**config.mk**
```make
export PLATFORM = sky130hd
export DESIGN_NAME = urm_trigger
export DESIGN_NICKNAME = d
export VERILOG_FILES = /design/src/rtl/urm_trigger.sv
export SDC_FILE = /design/constraint.sdc
export NUM_CORES = 1
export LEC_CHECK = 0
export BUFFER_PORTS_ARGS = -buffer_cell sky130_fd_sc_hd__buf_2
export CAP_MARGIN = 5
export CORE_MARGIN = 5
export CORE_UTILIZATION = 63
export DETAILED_ROUTE_END_ITERATION = 8
export GPL_TIMING_DRIVEN = 0
export PLACE_DENSITY = 0.82
export SLEW_MARGIN = 20
export SYNTH_ARGS = -nofsm -noshare
export SYNTH_HDL_FRONTEND = slang
export SYNTH_SLANG_ARGS = --single-unit
export TNS_END_PERCENT = 20
```
**constraint.sdc**
```tcl
create_clock -name Clock -period 4.25 [get_ports Clock]
set_input_delay 0.2125 -clock Clock [delete_from_list [all_inputs] [get_ports Clock]]
set_output_delay 0.2125 -clock Clock [all_outputs]
set_load 0.1 [all_outputs]
```
**src/rtl/urm_trigger.sv**
```systemverilog
`default_nettype none
// ============================================================================
//  Module   : urm_trigger
//  Purpose  : Rising-edge trigger generator for HC-SR04 class ultrasonic
//             sensors: fixed-width TRIG pulse followed by a re-trigger holdoff.
//  Revision : 1.0
// ============================================================================
module urm_trigger #(
   parameter int PULSE_CYCLES   = 500,
   parameter int HOLDOFF_CYCLES = 1000
) (
   input  logic Clock,
   input  logic Reset,
   input  logic TriggerIn,
   output logic TriggerOut,
   output logic Busy
);

   localparam int c_MAX_CYCLES = (PULSE_CYCLES > HOLDOFF_CYCLES) ? PULSE_CYCLES : HOLDOFF_CYCLES;
   localparam int CNT_W        = $clog2(c_MAX_CYCLES + 1);

   localparam logic [CNT_W-1:0] c_PULSE_LOAD = CNT_W'(PULSE_CYCLES - 1);
   localparam logic [CNT_W-1:0] c_HOLD_LOAD  = CNT_W'((HOLDOFF_CYCLES == 0) ? 0 : HOLDOFF_CYCLES - 1);

   typedef enum logic [1:0] {
      S_IDLE    = 2'd0,
      S_PULSE   = 2'd1,
      S_HOLDOFF = 2'd2
   } state_t;

   state_t           r_state;
   logic [CNT_W-1:0] r_cnt;
   logic             r_s1;
   logic             r_s2;
   logic             r_s3;
   logic             r_trig_out;
   logic             r_busy;
   logic             w_rise;

   // s3 is cleared by reset, so an input still high after release is a new edge
   assign w_rise = r_s2 & ~r_s3;

   always_ff @(posedge Clock or posedge Reset) begin
      if (Reset) begin
         r_s1       <= 1'b0;
         r_s2       <= 1'b0;
         r_s3       <= 1'b0;
         r_state    <= S_IDLE;
         r_cnt      <= '0;
         r_trig_out <= 1'b0;
         r_busy     <= 1'b0;
      end else begin
         r_s1 <= TriggerIn;
         r_s2 <= r_s1;
         r_s3 <= r_s2;
         case (r_state)
            S_IDLE: begin
               if (w_rise) begin
                  r_state    <= S_PULSE;
                  r_cnt      <= c_PULSE_LOAD;
                  r_trig_out <= 1'b1;
                  r_busy     <= 1'b1;
               end
            end
            S_PULSE: begin
               if (r_cnt == '0) begin
                  r_trig_out <= 1'b0;
                  if (HOLDOFF_CYCLES == 0) begin
                     r_state <= S_IDLE;
                     r_busy  <= 1'b0;
                  end else begin
                     r_state <= S_HOLDOFF;
                     r_cnt   <= c_HOLD_LOAD;
                  end
               end else begin
                  r_cnt <= r_cnt - CNT_W'(1);
               end
            end
            S_HOLDOFF: begin
               if (r_cnt == '0) begin
                  r_state <= S_IDLE;
                  r_busy  <= 1'b0;
               end else begin
                  r_cnt <= r_cnt - CNT_W'(1);
               end
            end
            default: begin
               r_state    <= S_IDLE;
               r_cnt      <= '0;
               r_trig_out <= 1'b0;
               r_busy     <= 1'b0;
            end
         endcase
      end
   end

   assign TriggerOut = r_trig_out;
   assign Busy       = r_busy;

endmodule
`default_nettype wire

```
==> results.toml <==
[clock_network]
clock_sinks = 17
post_cts_buffers = 0
cts-hold-fix-buffers = 1
clk_pin_slew_ns = 0.11
clk_path_buf_depth = 2
cts-resized-gates = 0
clk_latency_ns = 0.30
htreeDepth = 1
numCtsBuffers = 3
cts_tree = "yes"
root_buffer = "clkbuf_4"

[yosys]
synthFlopType = "dfrtp_1"
synth_top_area_share_pct = 40.7
synth.distinct_cells = 39
syn_inst = 116
ys_seq_elements = 17
yosys_warnings = 0
ys_seq_area_share_pct = 40.7
synth_top_cell_by_area = "dfrtp_1"
syn_area_per_cell_um2 = 9.01
synth_common_cells = "17 x dfrtp_1, 12 x a21oi_1, 7 x nand2_1"
synthArstFlopShare_pct = 100
synth_edf_count = 0
yosysMostFrequentCell = "dfrtp_1"
mappedNetlistArea_um2 = 1040
synthTopCellsByArea = "dfrtp_1 41%, a21oi_1 5.7%, o211a_1 3.8%"
synthesis.nets = 120

[routing]
firstDrtPassIters = 4
via_per_inst = 6.91
met3WireLength_um = 217
wirelength_um = 2360
route.met2.wl_um = 1050
highest_layer = "met4"
vias = 981
final_antenna_net_count = 0
drc = 0
route.detailed.wl_per_inst_um = 16.6
drt_iter0_markers = 60
met1Wirelength_um = 1020

[die]
core_area_um2 = 1540
dieArea_um2 = 2570
ios = 5
fp-row-count = 14
die_h_um = 50.7
initial_core_util_pct = 67.8
die_x_um = 50.7

[final_layout]
n_antenna_cell = 0
fillCellCount = 108
area_delta_synth_final_pct = 8.62
drive_gt1_share_pct = 13.5
utilization_pct = 73.6
fin_nets = 131
finish.instance_area_um2 = 1130

[critical_path]
cp.arrival_ns = 2.38
required_ns = 4.45
critPathLaunch = "r_cnt[0]"
slowest_stage = "or4b_4"
r2r-start = "r_cnt[0]"
start_kind = "flip-flop"
critPathKind = "flip-flop to flip-flop"
cp_cell_sequence = "inv_1, ha_1, or4b_4, nor3_1, o41ai_1, nor4_1"
end_kind = "flip-flop"
reg2regPathDepth = 6
worstSetupEndpoint = "r_cnt[5]"
r2r_end = "r_cnt[5]"
cpPeakStageDelay_ns = 0.53
path_max_fanout = 5
worst-r2r-setup-slack_ns = 2.08

[hold_path]
hp-class = "flip-flop to flip-flop"

[grt]
grt_pass1_wl_um = 3910
grt_max_degree = 18
grt_pass1_vias = 847
grtUsageTotal_pct = 19.5
gr-total-overflow = 0
antenna_found_initial = 0

[timing]
max-slew-margin-rel_pct = 45.0
period_share_pct = 51.1
tns_ns = 0
finalHoldViolations = 0
rsz0062_at_grt = "no"
clock.fmax_mhz = 460
finalSetupViolations = 0
fin_crit_ns = 2.17
fin_skew_ns = 0.00290
slew_violations = 0
worstMarginPinSlew_ns = 0.818

[place]
portBuffers = 4
place_hpwl_um = 1620
placed_area_um2 = 1080
place_congestion = 0.877

[power]
ir_worst_vdd_uv = 433
finalPower_mw = 0.714
p_leak_nw = 0.467
powerDensity_nw_per_um2 = 629

[run_status]
outcome = "finished, final reports clean"

[flow_run]
max-cap-violations = 0
-- routing by layer --
metal	vias to the layer above	track usage, %
li1	460	-
met1	453	27.2
met2	57	28.1
met3	11	3.55
met4	0	11.1
met5	-	0
-- power breakdown --
part / internal, mW / switching (mW) / total [mW] / leakage [nW]
combinational: 0.121 / 0.188 / 0.309 / 0.259
sequential: 0.220 / 0.0926 / 0.312 / 0.194
clock: 0.0359 / 0.0573 / 0.0932 / 0.0139
total: 0.377 / 0.338 / 0.714 / 0.467
-- cell type report --
class	count	area [µm²]	share of cell area, %
buffer	7	36.3	3.20
timing repair buffer	6	40.0	3.53
inverter	5	18.8	1.65
clock inverter	1	7.51	0.662
multi-input combinational	87	564	49.7
sequential	17	425	37.5
tap	16	20.0	1.76
clock buffer	3	22.5	1.98
-- state kept, by name, indices dropped and copies added, names as in the netlist --
signal / count
r_state: 2
r_s3: 1
TriggerOut: 1
r_s1: 1
r_cnt: 10
Busy: 1
r_s2: 1
-- worst max-delay path: cells and delay by family (launching register included) --
kind            cells  cell delay [ns]
fa+ha+maj           1             0.23
simple gates        3             1.18
flops               1             0.45
compound gates      1             0.13
buf+inv             1             0.08
-- metrics by stage --
| stage | worst slack [ns] | instances | hold WS (ns) |
|---|---|---|---|
| finish | 2.08 | 142 | 0.362 |
| global route | 1.98 | 142 | 0.395 |
| CTS | 2.13 | 141 | 0.00358 |
| detailed placement | 2.15 | 136 | 0.322 |
| global placement | 2.19 | 136 | 0.314 |
| floorplan | 2.30 | 116 | 0.139 |
-- worst min-delay path by stage --
stage | start | endpoint | cells past startpoint
after floorplan | Reset | Busy | 1
after detailed placement | Reset | r_s1 | 2
after CTS | TriggerIn | r_s1 | 1
after global routing | r_s1 | r_s2 | 0
after global placement | Reset | r_s1 | 2
final | r_s1 | r_s2 | 0
-- cell usage in the layout (no fill, tap or decap), types with 2 or more instances in the layout --
cell           Yosys  final
nor4_1             4      4
o211a_1            4      4
clkbuf_1           4      4
xnor2_1            2      2
nand3_1            2      2
a21oi_1           12     12
nor2_1             6      6
nand2_1            7      7
inv_1              5      5
clkbuf_4           0      3
o211ai_1           2      2
o32ai_1            2      2
nand2b_1           4      4
nor3b_1            2      2
nor3_1             6      6
buf_2              2      6
dlygate4sd3_1      0      2
nor2b_1            4      4
o22ai_1            2      2
o311ai_0           2      2
dfrtp_1           17     17
a31oi_1            3      3
o21ai_0            6      6
-- kinds of logic after synthesis --
kind of cell	count (synthesis)	synth area share (%)
and+or+nand+nor	43	24.4
AOI/OAI and AO/OA	40	25.7
DFF	17	40.7
buffers and inverters	12	5.27
xor gates and xnor gates	2	1.68
muxes	1	0.958
adders and majority gates	1	1.20
Power figures use the tool's default switching activity.
